<file path="src/rtl/shift_seq_ctrl_pkg.sv">
// Shared definitions for the shift sequencer: datapath mode codes, FSM state encoding
// and a helper that maps the captured direction onto a shifter mode.
package shift_seq_ctrl_pkg;

    localparam logic [1:0] M_HOLD   = 2'b00;
    localparam logic [1:0] M_UP_SHL = 2'b01;
    localparam logic [1:0] M_DN_SHR = 2'b10;
    localparam logic [1:0] M_LOAD   = 2'b11;

    typedef enum logic [1:0] {
        S_IDLE  = 2'b00,
        S_LOAD  = 2'b01,
        S_SHIFT = 2'b10,
        S_DONE  = 2'b11
    } state_t;

    function automatic logic [1:0] shift_mode(input logic dir);
        return dir ? M_DN_SHR : M_UP_SHL;
    endfunction

endpackage

</file>
<file path="src/rtl/shift_seq_ctrl.sv">
// Sequencer for a counter/shifter pair: loads both, then shifts and counts down until the
// counter reaches zero, with a watchdog that ends the operation with err if it never does.
module shift_seq_ctrl
    import shift_seq_ctrl_pkg::*;
#(
    parameter int CNT_W     = 6,
    parameter int MAX_SHIFT = 32
) (
    input  logic             clk,
    input  logic             clr,
    input  logic             start,
    input  logic             dir,
    input  logic [CNT_W-1:0] amt,
    input  logic             abort,
    input  logic             done_ack,
    input  logic [CNT_W-1:0] cnt_q,
    output logic [1:0]       cnt_m,
    output logic [CNT_W-1:0] cnt_d,
    output logic [1:0]       sh_m,
    output logic             busy,
    output logic             done,
    output logic             err
);

    localparam logic [CNT_W-1:0] MAX_AMT    = CNT_W'(MAX_SHIFT);
    localparam logic [CNT_W:0]   WDOG_LIMIT = (CNT_W+1)'(MAX_SHIFT + 1);

    state_t           state_reg, state_next;
    logic             dir_reg,   dir_next;
    logic [CNT_W-1:0] amt_reg,   amt_next;
    logic [CNT_W:0]   wdog_reg,  wdog_next;
    logic             err_reg,   err_next;

    logic [CNT_W:0]   wdog_inc;
    logic             wdog_trip;
    logic             cnt_zero;

    assign wdog_inc  = wdog_reg + 1'b1;
    assign wdog_trip = (wdog_inc == WDOG_LIMIT);
    assign cnt_zero  = (cnt_q == '0);

    always_comb begin
        state_next = state_reg;
        dir_next   = dir_reg;
        amt_next   = amt_reg;
        wdog_next  = wdog_reg;
        err_next   = err_reg;
        case (state_reg)
            S_IDLE: begin
                if (start) begin
                    dir_next   = dir;
                    amt_next   = (amt > MAX_AMT) ? MAX_AMT : amt;
                    state_next = S_LOAD;
                end
            end
            S_LOAD: begin
                wdog_next  = '0;
                state_next = abort ? S_IDLE : S_SHIFT;
            end
            S_SHIFT: begin
                // abort outranks both normal completion and the watchdog
                if (abort) begin
                    state_next = S_IDLE;
                end else if (cnt_zero) begin
                    state_next = S_DONE;
                end else if (wdog_trip) begin
                    err_next   = 1'b1;
                    state_next = S_DONE;
                end else begin
                    wdog_next  = wdog_inc;
                end
            end
            S_DONE: begin
                if (done_ack) begin
                    err_next   = 1'b0;
                    state_next = S_IDLE;
                end
            end
            default: state_next = S_IDLE;
        endcase
    end

    always_ff @(posedge clk) begin
        if (clr) begin
            state_reg <= S_IDLE;
            dir_reg   <= 1'b0;
            amt_reg   <= '0;
            wdog_reg  <= '0;
            err_reg   <= 1'b0;
        end else begin
            state_reg <= state_next;
            dir_reg   <= dir_next;
            amt_reg   <= amt_next;
            wdog_reg  <= wdog_next;
            err_reg   <= err_next;
        end
    end

    // In SHIFT the modes also look at the counter feedback so that the cycle in which the
    // counter already reads zero performs no extra step; no upstream request reaches an output.
    always_comb begin
        cnt_m = M_HOLD;
        sh_m  = M_HOLD;
        cnt_d = '0;
        busy  = (state_reg != S_IDLE);
        done  = (state_reg == S_DONE);
        err   = err_reg;
        case (state_reg)
            S_LOAD: begin
                cnt_m = M_LOAD;
                sh_m  = M_LOAD;
                cnt_d = amt_reg;
            end
            S_SHIFT: begin
                if (!cnt_zero && !wdog_trip) begin
                    cnt_m = M_DN_SHR;
                    sh_m  = shift_mode(dir_reg);
                end
            end
            default: ;
        endcase
    end

endmodule

</file>
<file path="config.mk">
export PLATFORM = sky130hd
export DESIGN_NAME = shift_seq_ctrl
export DESIGN_NICKNAME = d
export VERILOG_FILES = /design/src/rtl/shift_seq_ctrl_pkg.sv /design/src/rtl/shift_seq_ctrl.sv
export SDC_FILE = /design/constraint.sdc
export NUM_CORES = 1
export LEC_CHECK = 0
export ABC_AREA = 1
export BUFFER_PORTS_ARGS = -buffer_cell sky130_fd_sc_hd__buf_2
export CAP_MARGIN = 40
export CORE_UTILIZATION = 51
export CTS_CLUSTER_SIZE = 24
export DETAILED_ROUTE_END_ITERATION = 7
export PLACE_DENSITY_LB_ADDON = 0.1
export SYNTH_ARGS = -nofsm -noshare
export SYNTH_HDL_FRONTEND = slang
export SYNTH_SLANG_ARGS = --single-unit
</file>
<file path="constraint.sdc">
create_clock -name clk -period 1.9 [get_ports clk]
set_input_delay 0.285 -clock clk [delete_from_list [all_inputs] [get_ports clk]]
set_output_delay 0.285 -clock clk [all_outputs]
set_load 0.1 [all_outputs]
</file>
==> summary.txt, run 1 <==
Status: finished with violations
Failing checks: setup timing
Max-Cap Viols: 0
Post-synth top cells: nand2_1 (37), inv_1 (29), nor2_1 (21)
Clock slew at reported path FFs: 0.11 ns
N_diodes: 0
Yosys top cell area share: 29.6%
Core area: 0.00204 mm²
Drt drc: 0
Met3 WL post-DR: 130 µm
Synth warn: 0
Most common cell in the synthesized netlist: nand2_1
CP Max Fanout: 6
Lkg Pwr: 0.825 nW
Slowest stage delay, CP: 0.39 ns
Maximum vdd drop: 1100 µV
Synthesized area per cell: 6.72 µm²
Met2 Wirelength: 1790 µm
Worst Setup End Kind: primary output
First-pass GRT wire length: 5710 µm
Max Clock Skew: 0.000912 ns
M1 WL: 1480 µm
Total I/O pin count: 31
Width of the die: 49.5 µm
Power Density: 1030 mW/mm²
Peak Freq: 453 MHz
Via count: 1309
Max-slew violations: 0
Clock buffer depth: 2
Die Ht: 49.5 µm
Rel. slew slack: 67.4%
1st-iter DRT viols: 21
Post-Layout Cell Count: 250
Power, Total: 0.00183 W
GPL Wtd Cong: 0.878
Post-synth EDFFs: 0
Yosys reg bits: 17
Vias per Instance: 5.24
Crit-path cells: ha_4, inv_2, nand2_2, nand2_4, nor2_4, nand2_2, nor2_4, nand2_4, nand2_2, nand2_2, nand2_4, clkinvlp_4, buf_12
Final hold vios: 0
Critical path class: reg2out
RSZ-0062 raised after global routing: true
Count of different cell masters after synthesis: 26
Fin crit period: 2.21 ns
Worst path most repeated cell: nand2_2
Post-synth net total: 197
Area growth syn-to-layout: 54.8%
Endpoints failing setup: 4
Global-route usage over all layers: 31.1%
Largest net degree at the start of global routing: 12
Hold Crit Class: in2reg
Max Used Layer: met4
Worst skew pair latency: 0.31 ns
CTS Sinks: 17
FILL cells: 128
Grt ovf: 0
Area contributors post-synth: dfxtp_1 (30%), nand2_1 (12%), inv_1 (9.5%)
Clk root buf: clkbuf_4
Avg WL per Cell: 14.3 µm
H-tree levels: 1
Ys async rst share: 0%
Final ANT Viol Nets: 0
Die Area: 0.00245 mm²
Worst setup SP type: flop
HPWL after detailed placement: 2310 µm
Final setup margin: -0.309 ns
Required time worst endpoint: 1.62 ns
Pre-antenna DRT Iters: 4
Top FF cell, synth: dfxtp_1
Largest area contributor in the netlist: dfxtp_1
Port bufs: 30
Worst-Margin Slew: 0.483 ns
Register area share after synthesis: 29.6%
Vias in the first global route: 1295
CTS Hold Bufs: 0
Max reg flops: 7
Post-Place Cells: 232
Share of layout cells above drive strength 1: 40.4%
Row count: 16
Fin crit share: 116%
TritonCTS buffer count: 3
Cells after Synth: 171
CP max-delay cell: dfxtp_4
CTS tree: built
Mapped cell area: 0.00115 mm²
Fin nets: 250
Starting Density: 56.3%
Initial antenna violation count: 0
Final WL: 3580 µm
Crit path arrival time: 1.92 ns
## per-layer routing
layer	global-route usage, %	up-vias
li1	-	644
met2	54.1	44
met1	35.9	604
met5	0	-
met3	4.63	17
met4	18.1	0
## cells by family (layout without fill, tap and decap cells)
family | Yosys count | in the layout | share of synthesized area [%]
simple gates | 84 | 84 | 36.1
buf+inv | 34 | 86 | 11.9
flops | 17 | 17 | 29.6
xor+xnor | 1 | 1 | 0.762
fa+ha+maj | 8 | 8 | 8.71
compound gates | 27 | 27 | 12.9
## critical path, delay by kind of cell (launching register included)
family	cells	cell delay, ns
buffers and inverters	3	0.32
adders and majority gates	1	0.17
DFF	1	0.39
and+or+nand+nor	9	0.72
## cell type report
cell class | count | area, µm² | share of cell area (%)
Clock buffer | 3 | 22.5 | 1.26
Clock inverter | 1 | 5.00 | 0.281
Inverter | 30 | 116 | 6.54
Multi-Input combinational cell | 120 | 762 | 42.8
Sequential cell | 17 | 350 | 19.7
Tap cell | 27 | 33.8 | 1.90
Timing Repair Buffer | 52 | 490 | 27.5
## repair_timing
action,CTS,global route
buffers inserted,12,2
gates resized for setup,12,12
pin swaps,3,6
setup endpoints to repair,3,8
## where the power goes
part           leakage [nW]  total (W)  internal (W)  switching, W
sequential            0.141   0.000442      0.000403     0.0000393
clock                0.0177   0.000214     0.0000787      0.000136
combinational         0.666    0.00117      0.000346      0.000825
total                 0.825    0.00183      0.000828       0.00100
## stage by stage
stage	hold slack, ns	TNS [ns]	worst slack [ns]	utilization (%)	instance area [µm²]
finish	0.221	-0.993	-0.309	87.2	1780
global route	0.230	-1.43	-0.400	87.2	1780
CTS	0.220	-0.763	-0.270	84.7	1730
detailed placement	0.466	0	0.0562	77.0	1570
floorplan	0.426	-0.162	-0.0707	-	1220
global placement	0.452	0	0.118	77.0	1570
## worst paths after layout
path | startpoint | to | slack (ns) | cells past startpoint
max | wdog_reg[0] | cnt_m[1] | -0.31 | 13
max reg2reg | wdog_reg[0] | wdog_reg[2] | -0.19 | 16
min reg2reg | wdog_reg[6] | wdog_reg[6] | 0.49 | 2
min | amt[1] | amt_reg[1] | 0.22 | 3
## cells in the final DEF, fill, tap and decap left out, types with 4 or more instances in the layout
| cell | Yosys | final |
|---|---|---|
| buf_12 | 0 | 9 |
| o21ai_0 | 5 | 5 |
| buf_2 | 1 | 20 |
| buf_4 | 0 | 12 |
| inv_1 | 29 | 27 |
| nor2_4 | 2 | 4 |
| nand4_1 | 7 | 7 |
| nand2_4 | 2 | 4 |
| nand2_1 | 37 | 30 |
| ha_1 | 8 | 6 |
| nand2_2 | 2 | 7 |
| buf_6 | 1 | 10 |
| dfxtp_1 | 17 | 13 |
| a21oi_1 | 17 | 15 |
| nor2_1 | 21 | 19 |
| nand3_1 | 8 | 7 |
| clkbuf_4 | 0 | 4 |
No activity file was read; power rests on OpenSTA's default activity.
==> inputs of run 2 (changes only) <==
--- a/config.mk
+++ b/config.mk
@@ -11,7 +11,7 @@
 export CORE_UTILIZATION = 51
 export CTS_CLUSTER_SIZE = 24
 export DETAILED_ROUTE_END_ITERATION = 7
-export PLACE_DENSITY_LB_ADDON = 0.1
+export PLACE_DENSITY = 0.78
 export SYNTH_ARGS = -nofsm -noshare
 export SYNTH_HDL_FRONTEND = slang
 export SYNTH_SLANG_ARGS = --single-unit
==> run 2 against run 1 <==
Effect of this change:
- the run still ends with setup timing left
- sequential cell count did not move
- worst hold slack barely moved
- final area fell by 7.4%
- first-iteration DRC count rose by 62%
- non-clock buffer count fell by 10
- die area did not move
- final cell count fell by 4.0%
- maximum frequency fell by 0.66%
- setup slack got worse by 0.015 ns
- clock power barely moved
- largest power group unchanged
- count of clock-buffer cells in the layout did not move
- via count fell by 4.6%
==> summary.txt, run 2 (synthesis gave the netlist of run 1 again) <==
Port bufs: 30 (unchanged)
Max reg flops: 7 (unchanged)
End of the worst hold path: dir_reg (was amt_reg[1])
Row count: 16 (unchanged)
Hold path cells: 3 (unchanged)
Initial antenna violation count: 0 (unchanged)
Final WL: 2960 µm (was 3580 µm)
Met3 Use GR: 7.10% (was 4.63%)
Required time worst endpoint: 1.62 ns (about the same)
Total I/O pin count: 31 (unchanged)
GR peak layer: met2 (unchanged)
Worst-Margin Slew: 0.493 ns (was 0.483 ns)
GR met1 Demand/Resource: 28.6% (was 35.9%)
Buf/Inv on CP: 2 (was 3)
RR Startpoint: wdog_reg[0] (unchanged)
Clock slew at reported path FFs: 0.11 ns (about the same)
HPWL after detailed placement: 2230 µm (was 2310 µm)
Worst setup SP type: flop (unchanged)
Fin crit period: 2.22 ns (was 2.21 ns)
Final hold vios: 0 (unchanged)
Max Clock Skew: 0.00902 ns (was 0.000912 ns)
H-tree levels: 1 (unchanged)
Rel. slew slack: 66.7% (was 67.4%)
HP Start: dir (was amt[1])
Peak Freq: 450 MHz (was 453 MHz)
Status: finished with violations (unchanged)
Post-Place Cells: 230 (was 232)
Lkg Pwr: 0.756 nW (was 0.825 nW)
Pre-antenna DRT Iters: 5 (was 4)
Die Area: 0.00245 mm² (unchanged)
R2R Path End: wdog_reg[3] (was wdog_reg[2])
CTS tree: built (unchanged)
Max-slew violations: 0 (unchanged)
Vias in the first global route: 1089 (was 1295)
Grt ovf: 0 (unchanged)
Final ANT Viol Nets: 0 (unchanged)
Critical Path Source: wdog_reg[0] (unchanged)
Width of the die: 49.5 µm (unchanged)
Endpoints failing setup: 3 (was 4)
Global-route usage over all layers: 24.9% (was 31.1%)
Delay-heaviest family, CP: simple AND/OR/NAND/NOR gates (unchanged)
Core area: 0.00204 mm² (unchanged)
CP Max Fanout: 6 (unchanged)
1st-iter DRT viols: 34 (was 21)
Starting Density: 56.3% (unchanged)
Power, Total: 0.00180 W (was 0.00183 W)
Worst Setup End Kind: primary output (unchanged)
Hold Crit Class: in2reg (unchanged)
Fin nets: 240 (was 250)
Area growth syn-to-layout: 43.4% (was 54.8%)
Fin crit share: 117% (was 116%)
Hold slack: 0.221 ns (about the same)
Worst skew pair latency: 0.31 ns (about the same)
Critical path class: reg2out (unchanged)
Power Density: 1090 mW/mm² (was 1030 mW/mm²)
Slowest stage delay, CP: 0.38 ns (was 0.39 ns)
Largest net degree at the start of global routing: 12 (unchanged)
RSZ-0062 raised after global routing: true (unchanged)
Most frequent cells in the layout: nand2_1 (30), inv_1 (27), buf_2 (20), nor2_1 (19), a21oi_1 (16) (was nand2_1 (30), inv_1 (27), buf_2 (20), nor2_1 (19), a21oi_1 (15))
R2R setup slack: 0.10 ns (was -0.19 ns)
N_diodes: 0 (unchanged)
Crit-path cells: ha_4, nand2_1, nand2_2, nor2_2, nand2_2, nor2_4, nand2_4, nand2_2, nand2_2, nand2_4, clkinvlp_4, buf_12 (was ha_4, inv_2, nand2_2, nand2_4, nor2_4, nand2_2, nor2_4, nand2_4, nand2_2, nand2_2, nand2_4, clkinvlp_4, buf_12)
CTS Hold Bufs: 0 (unchanged)
Final setup margin: -0.324 ns (was -0.309 ns)
Avg WL per Cell: 12.3 µm (was 14.3 µm)
GPL Wtd Cong: 0.870 (was 0.878)
Clock buffer depth: 2 (unchanged)
Max-Cap Viols: 0 (unchanged)
Maximum vdd drop: 1340 µV (was 1100 µV)
Clk root buf: clkbuf_4 (unchanged)
Worst path most repeated cell: nand2_2 (unchanged)
Post-Layout Cell Count: 240 (was 250)
Most common cell after layout, fill and taps aside: nand2_1 (unchanged)
Failing checks: setup timing (unchanged)
Crit path arrival time: 1.94 ns (was 1.92 ns)
CP max-delay cell: dfxtp_4 (unchanged)
Met2 Resource Use GR: 44.5% (was 54.1%)
CTS Sinks: 17 (unchanged)
Share of layout cells above drive strength 1: 36.2% (was 40.4%)
First-pass GRT wire length: 4620 µm (was 5710 µm)
TritonCTS buffer count: 3 (unchanged)
FF-to-FF path depth: 13 (was 16)
Via count: 1249 (was 1309)
Die Ht: 49.5 µm (unchanged)
Drt drc: 0 (unchanged)
Vias per Instance: 5.20 (was 5.24)
run 2: cell types whose count changed in the layout (fill, tap and decap cells not counted), sizes merged:
cell,previous run,this run
buf,51,41
run 2: cell type report:
type                    count  area, µm²
fillers                   159        393
repair buffers             42        378
flip-flops and latches     17        349
well taps                  27       33.8
multi-input cells         120        744
inverters                  30        116
clock buffers               3       22.5
clock inverters             1       5.00
run 2: worst max path at each step:
stage	to	slack [ns]	cells past startpoint
2_1_floorplan	sh_m[0]	-0.07	11
3_3_place_gp	cnt_m[1]	0.08	13
3_5_place_dp	cnt_m[1]	0.03	13
4_1_cts	cnt_m[1]	-0.29	13
5_1_grt	cnt_m[1]	-0.43	13
6_report	cnt_m[1]	-0.32	12
run 2: stage by stage:
| step | TNS [ns] | setup WS, ns | utilization, % | cell area, µm² |
|---|---|---|---|---|
| 2_1_floorplan | -0.162 | -0.0707 | - | 1220 |
| 3_3_place_gp | 0 | 0.0787 | 76.3 | 1560 |
| 3_5_place_dp | 0 | 0.0273 | 76.3 | 1560 |
| 4_1_cts | -0.770 | -0.291 | 79.3 | 1620 |
| 5_1_grt | -1.29 | -0.434 | 80.8 | 1650 |
| 6_report | -0.847 | -0.324 | 80.8 | 1650 |
run 2: repair_timing:
| action | 4_1_cts | 5_1_grt |
|---|---|---|
| gates resized for setup | 3 | 6 |
| endpoints found under the setup margin | 3 | 5 |
| pin swaps | 2 | 10 |
| setup buffers | 4 | 2 |
run 2: per-layer routing:
metal | up-vias | wire length [µm] | part of all wire (%)
met3 | 4 | 170 | 5.7
met4 | 0 | 30 | 1.0
met1 | 580 | 1240 | 42
met2 | 40 | 1520 | 51
met5 | - | 0 | 0
li1 | 625 | - | -
run 2: power by group:
part / total (W) / internal, W / switching, W / leakage (nW)
clock: 0.000211 / 0.0000789 / 0.000133 / 0.0177
sequential: 0.000442 / 0.000401 / 0.0000407 / 0.141
combinational: 0.00115 / 0.000347 / 0.000804 / 0.598
run 2: worst reg2reg max path: cells and delay by family (launching register included):
family                   cells  cell delay [ns]
AND/OR/NAND/NOR              8             0.76
flip-flops                   1             0.38
buffers and inverters        3             0.31
adder cells (fa/ha/maj)      1             0.18
AO/OA/AOI/OAI                1             0.12
